--- src/rtl/multi_timer.sv ---
// Multi-channel programmable timer: a shared prescaler tick drives per-channel
// free-run, periodic-reload and one-shot counters with sticky expiry flags and irq.
module multi_timer #(
    parameter int unsigned CHANNELS          = 4,
    parameter int unsigned COUNTER_WIDTH     = 16,
    parameter int unsigned PRESCALE_WIDTH    = 15,
    parameter int unsigned PRESCALE_INTERVAL = 24000
) (
    input  logic                            clk,
    input  logic                            reset_n,
    input  logic                            cs,
    input  logic                            wr,
    input  logic                            rd,
    input  logic [$clog2(CHANNELS)+2-1:0]   addr,
    input  logic [COUNTER_WIDTH-1:0]        din,
    output logic [COUNTER_WIDTH-1:0]        dout,
    output logic                            tick,
    output logic                            irq
);

    localparam int unsigned ADDR_W = $clog2(CHANNELS) + 2;

    typedef enum logic [1:0] {
        REG_CTRL   = 2'd0,
        REG_RELOAD = 2'd1,
        REG_COUNT  = 2'd2,
        REG_STATUS = 2'd3
    } reg_e;

    typedef enum logic [1:0] {
        MODE_FREE     = 2'd0,
        MODE_PERIODIC = 2'd1,
        MODE_ONESHOT  = 2'd2,
        MODE_RESERVED = 2'd3
    } mode_e;

    logic [PRESCALE_WIDTH-1:0] divider;

    logic [CHANNELS-1:0]                    en_q, en_d;
    logic [CHANNELS-1:0]                    irq_en_q, irq_en_d;
    logic [CHANNELS-1:0]                    expired_q, expired_d;
    logic [CHANNELS-1:0]                    expire_set, expire_clr;
    mode_e                                  mode_q [CHANNELS];
    mode_e                                  mode_d [CHANNELS];
    logic [CHANNELS-1:0][COUNTER_WIDTH-1:0] count_q, count_d;
    logic [CHANNELS-1:0][COUNTER_WIDTH-1:0] reload_q, reload_d;

    logic [ADDR_W-1:0]        ch_sel;
    reg_e                     reg_sel;
    logic                     wr_en;
    logic                     rd_en;
    logic [COUNTER_WIDTH-1:0] rdata;

    assign ch_sel  = addr >> 2;
    assign reg_sel = reg_e'(addr[1:0]);
    assign wr_en   = cs && wr;
    assign rd_en   = cs && rd;

    // Free-running prescaler; tick is the terminal-count cycle.
    assign tick = reset_n && (divider == PRESCALE_WIDTH'(PRESCALE_INTERVAL));

    always_ff @(posedge clk or negedge reset_n) begin
        if (!reset_n) begin
            divider <= '0;
        end else if (tick) begin
            divider <= '0;
        end else begin
            divider <= divider + PRESCALE_WIDTH'(1);
        end
    end

    // Channel next state: tick action on old CTRL first, bus writes then override.
    always_comb begin
        en_d       = en_q;
        irq_en_d   = irq_en_q;
        mode_d     = mode_q;
        count_d    = count_q;
        reload_d   = reload_q;
        expire_set = '0;
        expire_clr = '0;

        for (int i = 0; i < CHANNELS; i++) begin
            if (tick && en_q[i]) begin
                unique case (mode_q[i])
                    MODE_FREE: begin
                        count_d[i] = count_q[i] + COUNTER_WIDTH'(1);
                        if (count_q[i] == '1) begin
                            expire_set[i] = 1'b1;
                        end
                    end
                    MODE_PERIODIC: begin
                        if (count_q[i] == '0) begin
                            count_d[i]    = reload_q[i];
                            expire_set[i] = 1'b1;
                        end else begin
                            count_d[i] = count_q[i] - COUNTER_WIDTH'(1);
                        end
                    end
                    MODE_ONESHOT: begin
                        if (count_q[i] == '0) begin
                            expire_set[i] = 1'b1;
                            en_d[i]       = 1'b0;
                        end else begin
                            count_d[i] = count_q[i] - COUNTER_WIDTH'(1);
                        end
                    end
                    default: begin
                    end
                endcase
            end

            if (wr_en && (ch_sel == ADDR_W'(i))) begin
                unique case (reg_sel)
                    REG_CTRL: begin
                        en_d[i]     = din[0];
                        mode_d[i]   = mode_e'(din[2:1]);
                        irq_en_d[i] = din[3];
                    end
                    REG_RELOAD: begin
                        reload_d[i] = din;
                    end
                    REG_COUNT: begin
                        count_d[i]    = din;
                        expire_set[i] = 1'b0;
                    end
                    REG_STATUS: begin
                        expire_clr[i] = din[0];
                    end
                    default: begin
                    end
                endcase
            end
        end

        // A coincident expiry beats a clear.
        expired_d = expire_set | (expired_q & ~expire_clr);
    end

    always_ff @(posedge clk or negedge reset_n) begin
        if (!reset_n) begin
            en_q      <= '0;
            irq_en_q  <= '0;
            expired_q <= '0;
            count_q   <= '0;
            reload_q  <= '0;
            for (int i = 0; i < CHANNELS; i++) begin
                mode_q[i] <= MODE_FREE;
            end
        end else begin
            en_q      <= en_d;
            irq_en_q  <= irq_en_d;
            expired_q <= expired_d;
            count_q   <= count_d;
            reload_q  <= reload_d;
            for (int i = 0; i < CHANNELS; i++) begin
                mode_q[i] <= mode_d[i];
            end
        end
    end

    // Read mux over the pre-write register values; unmatched channels read 0.
    always_comb begin
        rdata = '0;
        for (int i = 0; i < CHANNELS; i++) begin
            if (ch_sel == ADDR_W'(i)) begin
                unique case (reg_sel)
                    REG_CTRL:   rdata = COUNTER_WIDTH'({irq_en_q[i], mode_q[i], en_q[i]});
                    REG_RELOAD: rdata = reload_q[i];
                    REG_COUNT:  rdata = count_q[i];
                    REG_STATUS: rdata = COUNTER_WIDTH'(expired_q[i]);
                    default:    rdata = '0;
                endcase
            end
        end
    end

    always_ff @(posedge clk or negedge reset_n) begin
        if (!reset_n) begin
            dout <= '0;
        end else if (rd_en) begin
            dout <= rdata;
        end
    end

    assign irq = |(expired_q & irq_en_q);

endmodule

--- config.mk ---
export PLATFORM = sky130hd
export DESIGN_NAME = multi_timer
export DESIGN_NICKNAME = d
export VERILOG_FILES = /design/src/rtl/multi_timer.sv
export SDC_FILE = /design/constraint.sdc
export NUM_CORES = 1
export LEC_CHECK = 0
export ABC_CLOCK_PERIOD_IN_PS = 4200
export CAP_MARGIN = 20
export CORE_MARGIN = 3
export CORE_UTILIZATION = 30
export DETAILED_ROUTE_END_ITERATION = 8
export SYNTH_ARGS = -nofsm -noshare
export SYNTH_HDL_FRONTEND = slang
export SYNTH_SLANG_ARGS = --single-unit
--- constraint.sdc ---
create_clock -name clk -period 4.2 [get_ports clk]
set_input_delay 0.84 -clock clk [delete_from_list [all_inputs] [get_ports clk]]
set_output_delay 0.84 -clock clk [all_outputs]
set_load 0.01 [all_outputs]
== Word level (Yosys, flattened, before mapping) ==
Index checks and enable logic that the tools add are counted.
W data, S select, Z words.

* Add/subtract/negate cells: 9
* Multipliers: 0
* Div/mod/pow operators: 0
* $lt $le $gt $ge: 0
* Equality and inequality tests: 19
* Shifts and indexed selects: 0
* Muxes and demuxes: 82
* Bitwise gates (word level): 4
* Reductions and logical operators: 34

{| class="wikitable"
|+ Operator list
! kind !! count
|-
| $mux W16 || 24
|-
| $pmux W16 S4 || 4
|-
| $pmux W16 S3 || 4
|-
| $add A16 B1 Y16 const B || 4
|-
| $eq A16 B16 Y1 const B || 4
|-
| $logic_not A16 Y1 || 4
|-
| $sub A16 B1 Y16 const B || 4
|-
| $mux W1 || 45
|-
| $eq A2 B2 Y1 const B || 8
|-
| $reduce_and A2 Y1 || 8
|-
| $add A15 B1 Y15 const B || 1
|-
| $eq A15 B15 Y1 const B || 1
|-
| $mux W15 || 1
|-
| $eq A2 B1 Y1 const B || 6
|-
| $logic_and A1 B1 Y1 || 11
|-
| $logic_not A2 Y1 || 5
|-
| $and A4 B4 Y4 || 2
|-
| $pmux W1 S2 || 4
|-
| $reduce_or A2 Y1 || 4
|-
| $logic_not A4 Y1 || 1
|-
| $not A4 Y4 || 1
|-
| $or A4 B4 Y4 || 1
|-
| $reduce_or A4 Y1 || 1
|}

* Register bits after elaboration: 179
* Latch bits: 0
* Bits in writable memories: 0
* Bits in read-only memories: 0
* Output and inout bits: 18
* Memories kept: 0

== Longest topological paths before layout ==
Gate-level depths: netlist of run 1.

* Depth after elaboration: 7
* Gate-level depth with buffers: 10
* Mapped depth without buffers: 8

== Worst setup path after synthesis of run 1 ==
Ideal clock, no wire load.

* Kind: input-to-reg
* From: in addr[3]
* To: reg reload_q[38] (netlist name)
* Library setup time: 0.125 ns
* Arrival time: 2.490 ns
* Slack: 1.585 ns
* Cell stages on the path: 6
* Buffers on the path: 2
* Path through: buf_2 -> nor2b_1 -> nand3_1 -> nor2_1 -> clkbuf_1 -> mux2_2

* Cells in the longest elaborated chain, start to end: 3

{| class="wikitable"
|+ RTL lines
! element !! RTL line !! text
|-
| start, declared || 14 || <nowiki>input logic [$clog2(CHANNELS)+2-1:0] addr,</nowiki>
|-
| $eq A2 B2 Y1 || 112 || <nowiki>if (wr_en && (ch_sel == ADDR_W'(i))) begin</nowiki>
|-
| $logic_and A1 B1 Y1 || 112 ||
|-
| $reduce_and A2 Y1 (no source line) || - ||
|-
| end signal, assigned || 154 || <nowiki>reload_q <= reload_d;</nowiki>
|-
| end, declared || 46 || <nowiki>logic [CHANNELS-1:0][COUNTER_WIDTH-1:0] reload_q, reload_d;</nowiki>
|}

Every way passes these cells.
A chain may end at the register's enable or synchronous reset.

== Worst setup path after layout of run 1 ==
* From: reg divider[6]
* To: out tick

* Cells in the longest elaborated chain, start to end: 2

{| class="wikitable"
|+ RTL lines
! element !! RTL line !! text
|-
| start, declared || 37 || <nowiki>logic [PRESCALE_WIDTH-1:0] divider;</nowiki>
|-
| start signal, assigned || 68 || <nowiki>divider <= divider + PRESCALE_WIDTH'(1);</nowiki>
|-
| $eq A15 B15 Y1 || 60 || <nowiki>assign tick = reset_n && (divider == PRESCALE_WIDTH'(PRESCALE_INTERVAL));</nowiki>
|-
| $logic_and A1 B1 Y1 || 60 ||
|-
| end, declared || 17 || <nowiki>output logic tick,</nowiki>
|}

Every way passes these cells.

==> results.md, run 1 <==
* Cts bufs inserted at 17
* Pins Over Slew Limit at 0
* Port Buf Inserts at 42
* Area leader, netlist: dfrtp_1
* Longest Clk Path Bufs at 2
* Top cells by area, synth: dfrtp_1, mux2_2, o21ai_0
* Tightest Pin Transition at between 900 and 1000 ps
* Final ANT Viol Nets at 0
* Drt drc at 0
* Worst EP arrival at ~2600 ps
* Initial core utilization at 30.75%
* Register share of total power at between 40% and 50%
* Total power at 6.178 mW
* Crit path capture type: output pin
* Syn Std Cell Area at about 0.013 sq mm
* Vert. Die Dim at ~210 um
* Initial DRC count at 1848
* Total gr overflow at 0
* Placer Congestion at 0.9875
* Final Hold Viols at 0
* H-tree lvl count at 4
* Total number of vias at between 10000 and 15000
* Clock sink total at roughly 180
* Gr usage total at 21.19%
* Core area at about 0.043 sq mm
* Post-Route WL at between 40000 and 50000 um
* Logic pwr share at about 28%
* Cell variety after synth at 79
* Hold Buf Count CTS at 0
* N_diodes at 0
* Die area at ~0.046 sq mm
* First-pass GRT wire length at around 77000 um
* Top-count cell post-synth: dfrtp_1
* Synth warnings at 0
* Clk pwr share at 28.4%
* RSZ-0062 raised after global routing: no
* Clk_skew at roughly 13 ps
* Area delta synth->final at 11.82%
* Drt pass-1 iters at 5
* Number of global-route vias before repair at 12000
* R2R Path End: count_q[50]
* Reg clk slew, reported paths at 80 ps
* Share of flip-flops with an asynchronous set or reset at 100.0%
* Largest net degree at the start of global routing at ~160
* Most frequent cells after synthesis: dfrtp_1, nand2_1, nor2_1, clkbuf_1, o21ai_0
* Clock Latency Late Sink at about 450 ps
* Class of the worst hold path: in2async
* Sw Share at between 30% and 40%
* Max-Cap Viols at 0
* Reg2reg path depth at 7
* Crit Path Class: reg2out
* Max-Slew Margin vs Limit at a little under two fifths
* # resized after CTS at 0
* Initial antenna violation count at 1
* Setup Fix Bufs, Post-CTS at 0
* Main flop type after synthesis: dfrtp_1
* Worst VDD drop at 0.2720 mV
* IO Count at 43
* Int Power at around 3.7 mW
* CTS tree: yes
* CP Launch Type: register
* Post-synth top area share at between 30% and 40%
* Final #Nets at between 1500 and 2000
* Final setup violation count at 0
* LEAKAGE at 5.641 nW
* CP Data Required Time at approximately 3400 ps
* Drt via density at about 6
* Seq/Total Area, Yosys at between 30% and 40%
* Period utilisation layout at a little over 80%
* Minimum clock period at about 3400 ps
* R2r startpoint: count_q[48]
* Layout cells sized above 1 at around 13%
* FMAX at 290.6 MHz
* Syn Area/Cell at ~8.5 sq um
* Pwr Density at around 420 mW/mm^2
* Setup TNS at 0 ps
* Root buffer cell: clkbuf_16
* WL/cell at roughly 24 um
* Number of synthesized flops with an enable pin at 0
* Die width at ~210 um
* Row cnt at 75
* Flop-to-flop setup slack at about 1100 ps
* Mapped Nets at approximately 1600
* DP Wirelength at about 36000 um
* Status: finished, final reports clean
* Crit-path max FO at 7
* Synth Register Bits at around 180
* Synthesized instance count at ~1500
* Sw Pwr at 2.448 mW
critical path, stage by stage, from the launching register on:
cell and delay (ps):
dfrtp_1 410, and3_1 380, nand3b_1 430, nor2_1 340, clkdlybuf4s50_1 590
metrics by stage:
step | util [%] | setup slack [ps] | std cells | cell area [sq um] | hold WS [ps]
after floorplan | - | 1585 | 1529 | 13070 | 461.2
after global placement | 32.86 | 802.4 | 2047 | 13970 | 475.1
after detailed placement | 32.86 | 729.8 | 2047 | 13970 | 474.8
after CTS | 34.32 | 729.9 | 2078 | 14590 | 227.4
after global routing | 34.39 | 625.8 | 2079 | 14620 | 233.9
final | 34.39 | 758.5 | 2079 | 14620 | 238.4
registers in the layout, summed over array words and instances, names as in the netlist:
signal     count
en_q           4
count_q       64
expired_q      4
mode_q         8
dout          16
irq_en_q       4
reload_q      64
divider       15
layout make-up:
| type | instances | area (sq um) |
|---|---|---|
| clock buffers | 17 | 425.4 |
| clock inverters | 14 | 195.2 |
| fillers | 4374 | 27890 |
| inverters | 35 | 131.4 |
| multi-input cells | 1182 | 7965 |
| flip-flops and latches | 179 | 4479 |
| well taps | 577 | 721.9 |
| repair buffers | 75 | 699.4 |
how the worst max path moves through the flow:
stage          cells past startpoint  startpoint      endpoint  slack (ps)
3_3_place_gp                       6     addr[0]   reload_q[9]         800
5_1_grt                            4  divider[6]          tick         630
3_5_place_dp                       6     addr[0]  reload_q[14]         730
6_report                           4  divider[6]          tick         760
4_1_cts                            4  divider[6]          tick         730
2_1_floorplan                      6     addr[3]  reload_q[38]        1590
power groups by stage:
stage               Sequential [mW]  Combinational (mW)  Clock, mW
finish                         2.69                1.73       1.76
detailed placement             2.69                1.70          0
global placement               2.69                1.67          0
floorplan                      2.21                1.45          0
global route                   2.72                1.90       1.84
CTS                            2.66                1.71       1.77
placed cells by master, fill, tap and decap left out, drive strengths merged, types with 12 or more instances in the layout:
master,n
a22oi,25
dfrtp,179
xnor2,53
ha,30
clkdlybuf4s50,40
mux2,81
nor2,118
nor4,24
nor3,38
buf,34
or3,37
mux2i,16
and3,17
o22ai,13
a22o,12
a31oi,26
a21oi,84
o21ai,132
nand3,69
o31ai,17
or4,12
inv,42
nand2,131
xor2,32
nand4,28
clkbuf,18
a221oi,23
metal layers:
metal	track usage, %	routed length [um]	share of wire [%]	vias to the layer above
li1	-	-	-	5585
met1	28.99	20860	42	6182
met4	8.051	1876	3.8	0
met3	4.096	4617	9.2	113
met2	33.18	22580	45	690
met5	0	0	0	-
cell families (layout without fill, tap and decap cells):
family,Yosys count,count (layout),synth area share [%]
AND/OR/NAND/NOR,541,541,21.50
XOR/XNOR,85,85,5.695
multiplexers,107,107,9.925
buffers and inverters,168,141,5.044
AO/OA/AOI/OAI,419,419,20.70
flip-flops,179,179,34.26
adder cells (fa/ha/maj),30,30,2.871
Power figures use the tool's default switching activity.
==> run 2: changes to the inputs <==
ABC_CLOCK_PERIOD_IN_PS = 3470   (was 4200)
clock period = 3.47 ns   (was 4.2 ns; I/O delays follow)
==> run 2 against run 1 <==
Net effect:
- global-route usage rose by 0.35 points
- worst hold slack improved by 200 ps
- utilization rose by 0.25 points
- combinational power rose by 27%
- first-iteration DRC count fell by 25%
- largest power group unchanged
==> results.md, run 2 (synthesis gave the netlist of run 1 again) <==
* R2R Path End: count_q[21]
* Root buffer cell: clkbuf_16
* WL/cell at 23.97 um
* Final ANT Viol Nets at 0
* N_diodes at 0
* RSZ-0062 raised after global routing: no
* CP Data Required Time at ~2800 ps
* Max-Cap Viols at 0
* Placer Congestion at around 0.95
* Cts bufs inserted at 17
* Row cnt at 75
* Crit-path max FO at 9
* Clk_skew at around 15 ps
* Most common cell after layout, fill and taps aside: dfrtp_1
* Pwr Density at 492.3 mW/mm^2
* Drt pass-1 iters at 5
* Number of global-route vias before repair at about 12000
* Class of the worst hold path: in2async
* Core area at 0.04251 sq mm
* Most frequent cells in the layout: dfrtp_1, nand2_1, nor2_1, o21ai_0, a21oi_1
* Clock Latency Late Sink at ~450 ps
* Total number of vias at 12615
* FMAX at roughly 320 MHz
* LEAKAGE at roughly 5.7 nW
* Worst VDD drop at 0.3413 mV
* Port Buf Inserts at 42
* Longest Clk Path Bufs at 2
* Pins Over Slew Limit at 0
* Slowest cell on the critical path: clkdlybuf4s50_1
* Initial core utilization at a little under a third
* Critical path's top delay family: buffers and inverters
* Post-Route WL at slightly above 50000 um
* H-tree lvl count at 4
* Cells along the critical path: nor4b_1, nand3_1, buf_4, nor2_1, clkdlybuf4s50_1
* Register Area at 0.004479 sq mm
* Initial antenna violation count at 4
* First-pass GRT wire length at 77540 um
* Reg clk slew, reported paths at ~80 ps
* Worst path max stage delay at 580 ps
* Multi-input gate area at roughly 0.008 sq mm
* Worst EP arrival at 2420 ps
* Vert. Die Dim at between 200 and 250 um
* Hold Buf Count CTS at 0
* Die area at 0.04612 sq mm
* Area delta synth->final at 12.62%
* Final Hold Viols at 0
* Largest net degree at the start of global routing at 180
* Setup Fix Bufs, Post-CTS at 0
* Initial DRC count at 1380
* R2r startpoint: count_q[16]
* Final setup violation count at 0
* Die width at between 200 and 250 um
* Drt drc at 0
* Reg2reg path depth at 8
* Clock sink total at between 150 and 200
* Minimum clock period at roughly 3100 ps
* Filler cell count at roughly 4400
* Final #Nets at 1570
* DP Wirelength at between 30000 and 40000 um
* Tightest Pin Transition at roughly 1100 ps
* Period utilisation layout at about nine tenths
* CTS tree: yes
* Drt via density at about 6
* # resized after CTS at 0
* Setup TNS at 0 ps
* Crit Path Class: reg2out
* Layout cells sized above 1 at 13.70%
* Crit path capture type: output pin
* Biggest regs: count_q: 64 flops, reload_q: 64 flops, dout: 16 flops
* Flop-to-flop setup slack at about 480 ps
* CP bufs+invs at 2
* Total gr overflow at 0
* Gr usage total at between 20 and 25%
* Status: finished, final reports clean
* IO Count at 43
* CP Launch Type: register
* Core Util, Final at 34.63%
* Max-Slew Margin vs Limit at between 20% and 30%
==> run 2: cell count changes in the layout (fill, tap and decap cells not counted), moves of 2 or more <==
cell | previous run | this run
bufinv_16 | 3 | 1
clkbuf_1 | 0 | 3
buf_4 | 31 | 56
clkbuf_8 | 1 | 3
inv_6 | 5 | 0
clkinvlp_4 | 0 | 2
inv_8 | 2 | 0
==> run 2: routing by layer <==
metal  wire, um  up-vias  global-route usage, %
li1           -     5617                      -
met1      22070     6346                  30.39
met2      23110      566                  33.60
met3       3674       84                  3.545
met4       1545        2                  7.097
met5         13        -                      0
==> run 2: worst max path at each step <==
| stage | from | end | slack (ps) | depth (start not counted) |
|---|---|---|---|---|
| final | divider[2] | tick | 360 | 5 |
| after global placement | addr[1] | dout[13] | 420 | 8 |
| after floorplan | addr[3] | reload_q[38] | 1000 | 6 |
| after CTS | divider[2] | tick | 300 | 5 |
| after global routing | divider[2] | tick | 100 | 5 |
| after detailed placement | addr[1] | dout[14] | 360 | 8 |
==> run 2: power breakdown <==
group / switching, mW / total [mW] / internal (mW)
Combinational: 1.24 / 2.19 / 0.948
Clock: 0.865 / 1.88 / 1.02
Sequential: 0.738 / 3.17 / 2.43
Total: 2.85 / 7.25 / 4.40
==> run 2: cell type report <==
class	instances	share of cell area, %
multi-input combinational	1182	54.10
inverter	35	0.8923
sequential	179	30.42
clock buffer	22	3.153
timing repair buffer	100	5.974
tap	577	4.904
clock inverter	8	0.5524
==> run 2: metrics by stage <==
| step | instances | instance area [sq um] | power, mW | setup WS, ps | hold WS (ps) |
|---|---|---|---|---|---|
| floorplan | 1529 | 13070 | 4.435 | 1001 | 398.4 |
| global placement | 2073 | 14180 | 5.312 | 421.6 | 476.5 |
| detailed placement | 2073 | 14180 | 5.335 | 360.6 | 488.7 |
| CTS | 2103 | 14720 | 7.210 | 299.8 | 503.7 |
| global route | 2103 | 14720 | 7.601 | 101.8 | 520.7 |
| finish | 2103 | 14720 | 7.248 | 358.9 | 434.8 |
==> run 3: changes to the inputs <==
PLACE_DENSITY_LB_ADDON = 0.2   (was default)
TNS_END_PERCENT = 100   (was default)
==> run 3 against run 2 <==
Net effect:
- die area unchanged
- non-clock buffer count grew 17
- largest cell class unchanged
- routed wire length up 3.9%
==> results.md, run 3 (synthesis gave the netlist of run 1 again) <==
* Status: finished, final reports clean
* Minimum clock period at about 3000 ps
* Final ANT Viol Nets at 0
* Die area at approximately 0.046 sq mm
* Reg clk slew, reported paths at 70 ps
* CP bufs+invs at 1
* Vert. Die Dim at roughly 210 um
* Clk_skew at ~13 ps
* Pins Over Slew Limit at 0
* Cts bufs inserted at 17
* Crit-path max FO at 5
* Longest Clk Path Bufs at 2
* Layout cells sized above 1 at 14.96%
* RSZ-0062 raised after global routing: no
* Post-Route WL at roughly 52000 um
* Class of the worst hold path: in2async
* Gr usage total at 22.39%
* Clock sink total at 179
* Initial core utilization at 30.75%
* Crit Path Class: reg2out
* Most common cell after layout, fill and taps aside: dfrtp_1
* Pwr Density at roughly 510 mW/mm^2
* Most frequent cells in the layout: dfrtp_1, nand2_1, nor2_1, o21ai_0, a21oi_1
* FMAX at ~330 MHz
* Final Hold Viols at 0
* CP Data Required Time at approximately 2800 ps
* Tightest Pin Transition at 989.7 ps
* Area delta synth->final at 14.28%
* Total power at roughly 7.5 mW
* Reg2reg path depth at 6
* Slowest cell on the critical path: clkdlybuf4s50_1
* WL/cell at around 25 um
* IO Count at 43
* Crit path capture type: output pin
* Clock Latency Late Sink at about 450 ps
* Drt pass-1 iters at 5
* Initial DRC count at ~1400
* LEAKAGE at roughly 6 nW
* Dpl cells at 2090
* Initial antenna violation count at 0
* Worst path max stage delay at 570 ps
* Number of global-route vias before repair at about 12000
* # resized after CTS at 0
* Worst path depth at 4
* Port Buf Inserts at 42
* CP Launch Type: register
* R2r startpoint: count_q[23]
* Row cnt at 75
* H-tree lvl count at 4
* Drt via density at ~5.9
* Worst EP arrival at between 2000 and 2500 ps
* Crit path launch: divider[2]
* DP Wirelength at 37740 um
* Hold Buf Count CTS at 0
* Critical path's top delay family: simple AND/OR/NAND/NOR gates
* Cells along the critical path: nor4b_1, nand3_1, nor2_1, clkdlybuf4s50_1
* CTS tree: yes
* Biggest regs: count_q: 64 flops, reload_q: 64 flops, dout: 16 flops
* Core area at roughly 0.043 sq mm
* Root buffer cell: clkbuf_16
* Total number of vias at between 10000 and 15000
* Die width at about 210 um
* N_diodes at 0
* Max-Slew Margin vs Limit at between 30% and 40%
* Final setup violation count at 0
* Placer Congestion at about 0.92
* Setup TNS at 0 ps
* Flop-to-flop setup slack at just under 700 ps
* Largest net degree at the start of global routing at 70
* Max-Cap Viols at 0
* Final #Nets at 1587
* Worst VDD drop at 0.3419 mV
* Drt drc at 0
* Period utilisation layout at 86.73%
* First-pass GRT wire length at 79610 um
* Setup Fix Bufs, Post-CTS at 0
* Finished Layout Cells at 2121
* Total gr overflow at 0
-- run 3: cell count changes in the layout (fill, tap and decap cells not counted), sizes merged --
cell / delta
buf: +17
bufinv: +3
clkbuf: -2
inv: +2
clkinvlp: -2
-- run 3: layout make-up --
type / count / area [sq um]
well taps: 577 / 721.9
flip-flops and latches: 179 / 4479
multi-input cells: 1182 / 7971
inverters: 35 / 131.4
clock buffers: 20 / 466.7
repair buffers: 117 / 994.7
fillers: 4407 / 27570
clock inverters: 11 / 173.9
-- run 3: power by group --
| group | leakage (nW) | internal (mW) | total [mW] | switching, mW |
|---|---|---|---|---|
| sequential | 2.22 | 2.43 | 3.13 | 0.692 |
| combinational | 3.30 | 0.970 | 2.25 | 1.28 |
| clock | 0.317 | 1.27 | 2.17 | 0.908 |
-- run 3: layer usage --
layer / share of wire (%) / track usage [%] / vias up / wire, um
met2: 46 / 35.61 / 525 / 24030
met5: 0 / 0 / - / 0
li1: - / - / 5655 / -
met1: 46 / 31.93 / 6343 / 23900
met4: 1.8 / 5.123 / 0 / 947
met3: 6.7 / 3.701 / 51 / 3531
-- run 3: final timing paths --
| path | endpoint |
|---|---|
| max | tick |
| min | count_q[3] |
| max reg2reg | count_q[23] |
| min reg2reg | dout[14] |
| max in group asynchronous | reload_q[42] |
| min in group clk | dout[14] |
-- run 3: stage by stage --
| step | area (sq um) | setup slack (ps) | hold slack (ps) | util, % |
|---|---|---|---|---|
| after floorplan | 13070 | 1001 | 398.4 | - |
| after global placement | 14300 | 390.6 | 470.3 | 33.64 |
| after detailed placement | 14300 | 383.0 | 471.5 | 33.64 |
| after CTS | 14940 | 411.7 | 385.0 | 35.14 |
| after global routing | 14940 | 194.6 | 421.3 | 35.14 |
| final | 14940 | 460.4 | 371.4 | 35.14 |
